===== config.mk =====
export PLATFORM = sky130hd
export DESIGN_NAME = gabor_scan_ctrl
export DESIGN_NICKNAME = d
export VERILOG_FILES = /design/src/rtl/gabor_scan_ctrl.sv
export SDC_FILE = /design/constraint.sdc
export NUM_CORES = 1
export LEC_CHECK = 0
export BUFFER_PORTS_ARGS = -buffer_cell sky130_fd_sc_hd__buf_2
export CORE_MARGIN = 1.5
export CORE_UTILIZATION = 57
export CTS_CLUSTER_DIAMETER = 200
export DETAILED_ROUTE_END_ITERATION = 8
export PLACE_DENSITY = 0.85
export REMOVE_ABC_BUFFERS = 1
export SETUP_SLACK_MARGIN = 0.1
export SLEW_MARGIN = 20
export SYNTH_ARGS = -nofsm -noshare
export SYNTH_HDL_FRONTEND = slang
export SYNTH_SLANG_ARGS = --single-unit

===== constraint.sdc =====
create_clock -name clk -period 11.46 [get_ports clk]
set_clock_uncertainty 0.05 [all_clocks]
set_input_delay 1.146 -clock clk [delete_from_list [all_inputs] [get_ports clk]]
set_output_delay 1.146 -clock clk [all_outputs]
set_load 0.1 [all_outputs]

===== src/rtl/gabor_scan_ctrl.sv =====
// gabor_scan_ctrl
// ---------------------------------------------------------------------------
// Sequencer for the 2-D Gabor convolution datapath.
//   1. On start it reads the KxK coefficient set from the kernel BRAMs.
//      The BRAMs share one address bus.
//   2. It walks every valid KxK window of the image BRAM in raster order.
//      Each window is assembled and offered to the datapath over valid/ready.
//   3. It turns returned results into output-BRAM write addresses.
//   4. It pulses done with the write of the last result.
//
// Ports
//   clk, rst               single rising-edge clock, async active-high reset
//   start                  one-cycle request, honoured only in IDLE
//   busy                   high in every state except IDLE
//   done                   one-cycle pulse with the final output write
//   kern_addr              shared kernel BRAM address
//   kern_load / kern_idx   kernel data valid this cycle / coefficient index
//   img_addr / img_data    image BRAM read port (1-cycle read latency)
//   win_valid / win_ready  window handshake
//   win_pixels             window, element dr*K+dc at [i*PIX_W +: PIX_W]
//   res_valid              datapath result for the next output position
//   out_we / out_addr      output BRAM write port
// ---------------------------------------------------------------------------
module gabor_scan_ctrl #(
   parameter int IMAGE_WIDTH   = 512,
   parameter int IMAGE_HEIGHT  = 512,
   parameter int KERNEL_LENGTH = 5,
   parameter int PIX_W         = 8,
   parameter int ADDR_W        = 18,
   parameter int KADDR_W       = 5
) (
   input  logic                                           clk,
   input  logic                                           rst,
   input  logic                                           start,
   output logic                                           busy,
   output logic                                           done,
   output logic [KADDR_W-1:0]                             kern_addr,
   output logic                                           kern_load,
   output logic [KADDR_W-1:0]                             kern_idx,
   output logic [ADDR_W-1:0]                              img_addr,
   input  logic [PIX_W-1:0]                               img_data,
   output logic                                           win_valid,
   input  logic                                           win_ready,
   output logic [PIX_W*KERNEL_LENGTH*KERNEL_LENGTH-1:0]   win_pixels,
   input  logic                                           res_valid,
   output logic                                           out_we,
   output logic [ADDR_W-1:0]                              out_addr
);

   localparam int K     = KERNEL_LENGTH;
   localparam int KK    = K * K;
   localparam int OUT_W = IMAGE_WIDTH - K + 1;
   localparam int OUT_H = IMAGE_HEIGHT - K + 1;
   localparam int TOTAL = OUT_W * OUT_H;
   localparam int WIN_W = PIX_W * KK;
   localparam int CNT_W = $clog2(KK + 1);
   localparam int COL_W = $clog2(OUT_W + 1);
   localparam int ROW_W = $clog2(OUT_H + 1);
   localparam int RES_W = $clog2(TOTAL + 1);

   typedef enum logic [2:0] {
      S_IDLE,
      S_KLOAD,
      S_FETCH,
      S_PRESENT,
      S_DRAIN
   } state_t;

   state_t              state_q,     state_d;
   logic                busy_q,      busy_d;
   logic                done_q,      done_d;
   logic [KADDR_W-1:0]  kern_addr_q, kern_addr_d;
   logic                kern_load_q, kern_load_d;
   logic [KADDR_W-1:0]  kern_idx_q,  kern_idx_d;
   logic [ADDR_W-1:0]   img_addr_q,  img_addr_d;
   logic                win_valid_q, win_valid_d;
   logic [WIN_W-1:0]    win_pix_q,   win_pix_d;
   logic                out_we_q,    out_we_d;
   logic [ADDR_W-1:0]   out_addr_q,  out_addr_d;
   // Step counter shared by KLOAD and FETCH; both phases run 0..KK.
   logic [CNT_W-1:0]    cnt_q,       cnt_d;
   // Column offset of the address currently on img_addr.
   logic [CNT_W-1:0]    dc_q,        dc_d;
   logic [COL_W-1:0]    col_q,       col_d;
   logic [ROW_W-1:0]    row_q,       row_d;
   // Image address of element 0 of the current window, row*IMAGE_WIDTH+col.
   logic [ADDR_W-1:0]   base_q,      base_d;
   logic [RES_W-1:0]    res_cnt_q,   res_cnt_d;

   logic                last_col;
   logic                last_win;
   logic [ADDR_W-1:0]   base_next;
   logic [CNT_W-1:0]    fill_idx;

   assign last_col = (col_q == COL_W'(OUT_W - 1));
   assign last_win = last_col && (row_q == ROW_W'(OUT_H - 1));
   // At the last column the base is row*W + W-K.
   // Adding K lands on (row+1)*W, the start of the next row of windows.
   assign base_next = last_col ? base_q + ADDR_W'(K) : base_q + ADDR_W'(1);
   // Data arriving in FETCH step c belongs to the address issued in step c-1.
   assign fill_idx  = cnt_q - CNT_W'(1);

   always_comb begin
      // NOTE: every _d starts from its _q (or an idle value), so no path leaves a latch.
      state_d     = state_q;
      done_d      = 1'b0;
      kern_addr_d = kern_addr_q;
      kern_load_d = 1'b0;
      kern_idx_d  = kern_idx_q;
      img_addr_d  = img_addr_q;
      win_valid_d = win_valid_q;
      win_pix_d   = win_pix_q;
      out_we_d    = 1'b0;
      out_addr_d  = out_addr_q;
      cnt_d       = cnt_q;
      dc_d        = dc_q;
      col_d       = col_q;
      row_d       = row_q;
      base_d      = base_q;
      res_cnt_d   = res_cnt_q;

      unique case (state_q)
         S_IDLE: begin
            if (start) begin
               state_d     = S_KLOAD;
               cnt_d       = '0;
               kern_addr_d = '0;
               col_d       = '0;
               row_d       = '0;
               base_d      = '0;
               res_cnt_d   = '0;
            end
         end

         S_KLOAD: begin
            // kern_load trails each address by one cycle (BRAM read latency).
            if (cnt_q != CNT_W'(KK)) begin
               kern_load_d = 1'b1;
               kern_idx_d  = kern_addr_q;
            end
            if (cnt_q < CNT_W'(KK - 1)) begin
               kern_addr_d = kern_addr_q + KADDR_W'(1);
            end else begin
               kern_addr_d = '0;
            end
            if (cnt_q == CNT_W'(KK)) begin
               state_d    = S_FETCH;
               cnt_d      = '0;
               dc_d       = '0;
               img_addr_d = base_q;
            end else begin
               cnt_d = cnt_q + CNT_W'(1);
            end
         end

         S_FETCH: begin
            if (cnt_q != '0) begin
               win_pix_d[fill_idx*PIX_W +: PIX_W] = img_data;
            end
            // The last address is held, so nothing past the window is issued.
            if (cnt_q < CNT_W'(KK - 1)) begin
               if (dc_q == CNT_W'(K - 1)) begin
                  dc_d       = '0;
                  img_addr_d = img_addr_q + ADDR_W'(IMAGE_WIDTH - K + 1);
               end else begin
                  dc_d       = dc_q + CNT_W'(1);
                  img_addr_d = img_addr_q + ADDR_W'(1);
               end
            end
            if (cnt_q == CNT_W'(KK)) begin
               state_d     = S_PRESENT;
               win_valid_d = 1'b1;
            end else begin
               cnt_d = cnt_q + CNT_W'(1);
            end
         end

         S_PRESENT: begin
            if (win_ready) begin
               win_valid_d = 1'b0;
               if (last_win) begin
                  state_d = S_DRAIN;
               end else begin
                  state_d    = S_FETCH;
                  cnt_d      = '0;
                  dc_d       = '0;
                  base_d     = base_next;
                  img_addr_d = base_next;
                  if (last_col) begin
                     col_d = '0;
                     row_d = row_q + ROW_W'(1);
                  end else begin
                     col_d = col_q + COL_W'(1);
                  end
               end
            end
         end

         S_DRAIN: begin
            // res_cnt_q reaches TOTAL together with the final out_we/done.
            if (res_cnt_q == RES_W'(TOTAL)) begin
               state_d = S_IDLE;
            end
         end

         default: state_d = S_IDLE;
      endcase

      // Result path runs alongside the window walk once kernels are loaded.
      if ((state_q == S_FETCH || state_q == S_PRESENT || state_q == S_DRAIN) &&
          res_valid && (res_cnt_q != RES_W'(TOTAL))) begin
         out_we_d   = 1'b1;
         out_addr_d = ADDR_W'(res_cnt_q);
         res_cnt_d  = res_cnt_q + RES_W'(1);
         done_d     = (res_cnt_q == RES_W'(TOTAL - 1));
      end

      busy_d = (state_d != S_IDLE);
   end

   // NOTE: state and window registers use <= and are all cleared by rst, so an abort leaves nothing behind.
   always_ff @(posedge clk or posedge rst) begin
      if (rst) begin
         state_q     <= S_IDLE;
         busy_q      <= 1'b0;
         done_q      <= 1'b0;
         kern_addr_q <= '0;
         kern_load_q <= 1'b0;
         kern_idx_q  <= '0;
         img_addr_q  <= '0;
         win_valid_q <= 1'b0;
         win_pix_q   <= '0;
         out_we_q    <= 1'b0;
         out_addr_q  <= '0;
         cnt_q       <= '0;
         dc_q        <= '0;
         col_q       <= '0;
         row_q       <= '0;
         base_q      <= '0;
         res_cnt_q   <= '0;
      end else begin
         state_q     <= state_d;
         busy_q      <= busy_d;
         done_q      <= done_d;
         kern_addr_q <= kern_addr_d;
         kern_load_q <= kern_load_d;
         kern_idx_q  <= kern_idx_d;
         img_addr_q  <= img_addr_d;
         win_valid_q <= win_valid_d;
         win_pix_q   <= win_pix_d;
         out_we_q    <= out_we_d;
         out_addr_q  <= out_addr_d;
         cnt_q       <= cnt_d;
         dc_q        <= dc_d;
         col_q       <= col_d;
         row_q       <= row_d;
         base_q      <= base_d;
         res_cnt_q   <= res_cnt_d;
      end
   end

   assign busy       = busy_q;
   assign done       = done_q;
   assign kern_addr  = kern_addr_q;
   assign kern_load  = kern_load_q;
   assign kern_idx   = kern_idx_q;
   assign img_addr   = img_addr_q;
   assign win_valid  = win_valid_q;
   assign win_pixels = win_pix_q;
   assign out_we     = out_we_q;
   assign out_addr   = out_addr_q;

endmodule

; After elaboration in Yosys (flattened, before gate mapping)
; Index checks and enable logic that the tools add are counted.
[classes]
eq_ne = 20
n_lt_le_gt_ge = 1
div_mod_pow = 0
n_mux = 47
multipliers = 0
shift = 2
bitwise_logic = 0
n_reduce_logical = 24
add_sub_neg = 12
[op_table]
columns = cell, n
row1 = 200-bit bitwise mux, 1
row2 = 8-bit by 34-bit variable shift with 200-bit output (first input constant), 1
row3 = 8-bit by 34-bit variable part select with 200-bit output, 1
row4 = 18-bit 2-to-1 mux, 9
row5 = 9-bit 2-to-1 mux, 7
row6 = 18-bit by 1-bit adder with 18-bit output (second input constant), 3
row7 = 18-bit case mux with 3 select lines, 1
row8 = 5-bit 2-to-1 mux, 9
row9 = 18-bit equality test (second input constant), 2
row10 = 18-bit case mux with 2 select lines, 1
row11 = 9-bit case mux with 2 select lines, 2
row12 = 8-bit negation with 34-bit output, 1
row13 = 5-bit case mux with 4 select lines, 1
row14 = 18-bit by 3-bit adder with 18-bit output (second input constant), 1
row15 = 18-bit by 9-bit adder with 18-bit output (second input constant), 1
row16 = 9-bit by 1-bit adder with 9-bit output (second input constant), 2
row17 = 9-bit equality test (second input constant), 2
row18 = 3-bit 2-to-1 mux, 6
row19 = 18-bit inequality test (second input constant), 1
row20 = 2-bit inequality test (second input constant), 8
row21 = 5-bit by 1-bit adder with 5-bit output (second input constant), 3
row22 = 3-bit case mux with 5 select lines, 1
row23 = 5-bit case mux with 3 select lines, 1
row24 = 5-bit AND reduction, 3
row25 = other kinds (21), 38
[word_totals]
romBits = 0
mem_bits_rw = 0
latchBits = 0
mem_count = 0
out_inout_bits = 251
register_bits = 318
in_bits = 13

; Logic depth before layout (Yosys ltp)
[logic_depth]
ltp_word = 7
mapped_depth = 14

; Worst setup path after synthesis
; Ideal clock, no wire load.
[synth_path]
path_type = reg-to-reg
start = register cnt_q[0]
end = register win_pix_q[192] (netlist: win_pixels[192])
setup_ns = 0.125
required_time_ns = 11.285
arrival_ns = 3.130
stages_incl_launch_ff = 15
slack_ns = 8.155
path_cell_list = dfrtp_1 > clkbuf_1 > inv_1 > ha_1 > buf_2 > and3b_1 > a31oi_1 > nor2_1 > ha_1 > a311oi_1 > and3_1 > clkbuf_2 > and3_1 > buf_4 > mux2_2
[synth_via]
elab_chain_cells = 4
word_cells_on_any_way = 7
[synth_rtl]
columns = element, line_no
row1 = "start, declared", 81  ; logic [CNT_W-1:0] cnt_q, cnt_d;
row2 = "start signal, assigned", 253  ; cnt_q <= cnt_d;
row3 = 5-bit by 1-bit subtractor with 5-bit output, 101  ; assign fill_idx = cnt_q - CNT_W'(1);
row4 = 8-bit negation with 34-bit output, 158  ; win_pix_d[fill_idx*PIX_W +: PIX_W] = img_data;
row5 = 8-bit by 34-bit variable part select with 200-bit output or 8-bit by 34-bit variable shift with 200-bit output (tied branches), 158
row6 = 200-bit bitwise mux, 158
row7 = "end signal, assigned", 250  ; win_pix_q <= win_pix_d;
row8 = "end, declared", 77  ; logic [WIN_W-1:0] win_pix_q, win_pix_d;
; Parallel ways exist; a longest one is shown, timed or not.
; A chain may end at the register's enable or synchronous reset.

; Final worst setup path
[layout_path]
start = register cnt_q[0]
end = register win_pix_q[46] (netlist: win_pixels[46])
; The elaborated chain is that of the path after synthesis.

==> results_dict.tcl <==
set metrics [dict create \
    met1_usage_pct 36.91 \
    antenna_cells 0 \
    critical_path.top_delay_family "simple AND/OR/NAND/NOR gates" \
    vias_per_cell 6.154 \
    num_rows 59 \
    arrival_ps 4150 \
    worst-setup-path-type "register to register" \
    antenna_found_initial 0 \
    path_buf_inv 1 \
    max_stage_delay_ps 970 \
    die_x_um 167.3 \
    synth_xor_area_share_pct 1.098 \
    dpl_cell_area_mm2 0.01689 \
    drtAntennaViolNets 0 \
    busiest_layer "met2" \
    fin_crit_sh_pct 33.16 \
    fin_ws_ps 7660 \
    leakage_nw 9.498 \
    start_util_pct 58.53 \
    dp_hpwl_um 27830 \
    cts_hold_buf 0 \
    fillers 1924 \
    ios 264 \
    yosys_warnings 0 \
    vias 12200 \
    clock-sinks 318 \
    whs_path_depth 2 \
    drv_slew 0 \
    nets 1654 \
    place_congestion 0.8673 \
    syn-cell-area_mm2 0.01538 \
    syn_area_per_cell_um2 11.05 \
    worstMarginPinSlew_ps 1045 \
    critical_path_peak_fanout 27 \
    post-cts-setup-buffers 0 \
    cts_made_buffers 35 \
    cp-end-kind "register" \
    setup_violations 0 \
    cts_tree "done" \
    tns_ps 0 \
    critPathLaunch "cnt_q[0]" \
    synth_edf_count 0 \
    final_design_area_no_fill_mm2 0.01818 \
    fmax_mhz 263.1 \
    worstHoldStart "out_addr[13]" \
    drtPass1Iterations 5 \
    grtUsageTotal_pct 28.95 \
    start_kind "register" \
    drt-total-wl_um 40520 \
    overflow 0 \
    area_growth_pct 18.19 \
    clk_path_buf_depth 3 \
    synth_top_family_by_area "multiplexers" \
    r2r-end "win_pixels[46]" \
    hp-class "register to register" \
    synthSimpleGateAreaFrac_pct 15.93 \
    crit_path_top_delay_cell "xor3_1" \
    post_cts_resized 0 \
    relSlewSlack_pct 30.15 \
    cp_cell_sequence "inv_1 -> ha_1 -> xor3_1 -> and4_1 -> nand3_1 -> mux2_2" \
    whs_ps 439.7 \
    clockRootBuffer "clkbuf_16" \
    muxShareOfSynthArea_pct 16.76 \
    crit-reg2reg-launch "cnt_q[0]" \
    dpl_worst_slack_ps 7660 \
    ys_seq_elements 318 \
    grtUsageMet3_pct 4.656 \
    grt_pass1_vias 11860 \
    htreeDepth 2 \
    clk_pin_slew_ps 60 \
    first_iter_violations 1007 \
    portBuffers 263 \
    rr_worst_depth 6 \
    synthCells 1392 \
    worst_ep_required_time_ps 11810 \
    drcViolationCount 0 \
    yosysSeqAreaShare_pct 51.73 \
    rsz0062_at_grt "false" \
    max-cap-violations 0 \
    clkLatencyLatePin_ps 520 \
    drive_gt1_share_pct 33.21 \
    ys_async_sr_fraction_pct 100.0 \
    synthFlopType "dfrtp_1" \
    synth_fa_ha_area_share_pct 1.545 \
    power_density_mw_per_mm2 224.7 \
    irDropWorstVdd_mv 0.3335 \
    outcome "finished clean" \
    synth_compound_area_share_pct 9.427 \
    final-seq-area_mm2 0.007958 \
    die_y_um 167.3 \
    grt_first_pass_wirelength_um 64590 \
    core_mm2 0.02628 \
    worst-r2r-setup-slack_ps 7660 \
    hold_viol_final 0 \
    grt.met2_usage_pct 50.06 \
    synth_cell_type_count 76 \
    wl_per_cell_um 20.45 \
    multiInputGateArea_mm2 0.006905 \
    final.min_clock_period_ps 3800 \
    grt_start_max_net_pins 90 \
    fp.dieArea_mm2 0.02798 \
    min_to "out_addr[13]" \
]
-- worst reg2reg max path, cell delays in order (launching register included) --
cell     delay, ps
dfrtp_1        650
inv_1          170
ha_1           320
xor3_1         980
and4_1         630
nand3_1        440
mux2_2         440
-- synth_stat cells (6+ instances only) --
library cell  instances  area share [%]
a21o_1                7            0.34
ha_1                 19             1.5
clkbuf_1             60             1.5
inv_1                53             1.3
a31oi_1              12            0.49
xnor2_1               6            0.34
and3_1               51             2.1
o21ai_0              74             2.4
and2_1               42             1.7
a211oi_1              6            0.29
mux2i_1              49             3.2
nand3_1              40             1.3
a22o_1                8            0.46
nand4_1              17            0.69
nor3_1               18            0.59
buf_2                12            0.39
a21oi_1              29            0.94
nor4_1               12            0.49
mux2_2              184              13
nand2b_1             10            0.41
nand3_2              19             1.2
o41ai_1              10            0.57
and4_1                7            0.40
xor2_1                8            0.46
o211ai_1              6            0.29
or4_1                14            0.68
or3_1                 6            0.24
nor2_1               65             1.6
nand2_1             123             3.0
dfrtp_1             318              52
o31ai_1              21             1.0
-- power breakdown --
part | leakage (nW) | internal, W | switching, W
combinational | 4.52 | 0.000360 | 0.00117
clock | 0.621 | 0.000758 | 0.000454
sequential | 4.36 | 0.00122 | 0.000128
-- cells by family (layout without fill, tap and decap cells) --
group,count (synthesis),after routing
AO/OA/AOI/OAI,217,217
buffers and inverters,136,391
adder cells (fa/ha/maj),19,19
XOR/XNOR,16,16
flip-flops,318,318
AND/OR/NAND/NOR,452,452
multiplexers,234,234
-- stage by stage --
step / util [%] / instances / total power (W)
global placement: 64.26 / 1919 / 0.002831
floorplan: - / 1311 / 0.002481
detailed placement: 64.26 / 1919 / 0.002870
finish: 69.18 / 1982 / 0.004085
global route: 69.18 / 1982 / 0.004269
CTS: 69.06 / 1981 / 0.004088
-- final cells by class --
type	instances	area share (%)
well taps	335	2.306
clock buffers	51	5.822
repair buffers	274	7.825
clock inverters	11	1.115
multi-input cells	938	37.98
flip-flops and latches	318	43.77
inverters	55	1.177
-- state kept, by name, summed over array words and instances, names as in the netlist --
signal / flops
img_addr: 18
done: 1
dc_q: 5
out_we: 1
win_pixels: 200
busy: 1
win_valid: 1
col_q: 9
kern_addr: 5
row_q: 9
state_q: 3
res_cnt_q: 18
kern_load: 1
base_q: 18
kern_idx: 5
out_addr: 18
cnt_q: 5
-- worst max-delay path by stage --
stage	cells after the start	endpoint
after global placement	4	win_pixels[160]
after global routing	10	win_pixels[163]
after CTS	6	win_pixels[46]
after detailed placement	4	win_pixels[162]
final	6	win_pixels[46]
after floorplan	1	base_q[0]
-- layout by cell type (no fill, tap or decap), types with 4 or more instances in the layout --
cell and instances:
a21o_1 7, nand3_2 19, o31ai_1 21, and3_1 51, a22o_1 8, mux2i_1 49
or4_1 14, nor4b_1 4, clkbuf_16 37, o41ai_1 10, mux2_2 184, xnor2_1 6
nand3_1 40, nor2_1 65, nand2b_1 10, xor2_1 7, ha_1 19, clkbuf_1 6
buf_2 263, nor3b_1 4, inv_1 52, a31oi_1 12, bufinv_16 5, nand4_1 17
o311ai_0 4, o311a_1 4, a221oi_1 4, and4_1 7, o21ai_0 74, and2_1 42
nor3_1 18, a21oi_1 29, a211oi_1 6, buf_4 9, nor4_1 12, or3_1 6
dfrtp_1 318, clkbuf_8 8, o211ai_1 6, nand2_1 123
-- metal layers --
metal / vias to the layer above / wire (um)
met4: 0 / 1331
met2: 503 / 19940
met3: 101 / 2659
met1: 6112 / 16600
met5: - / 0
li1: 5482 / -
No activity file was read; power rests on OpenSTA's default activity.
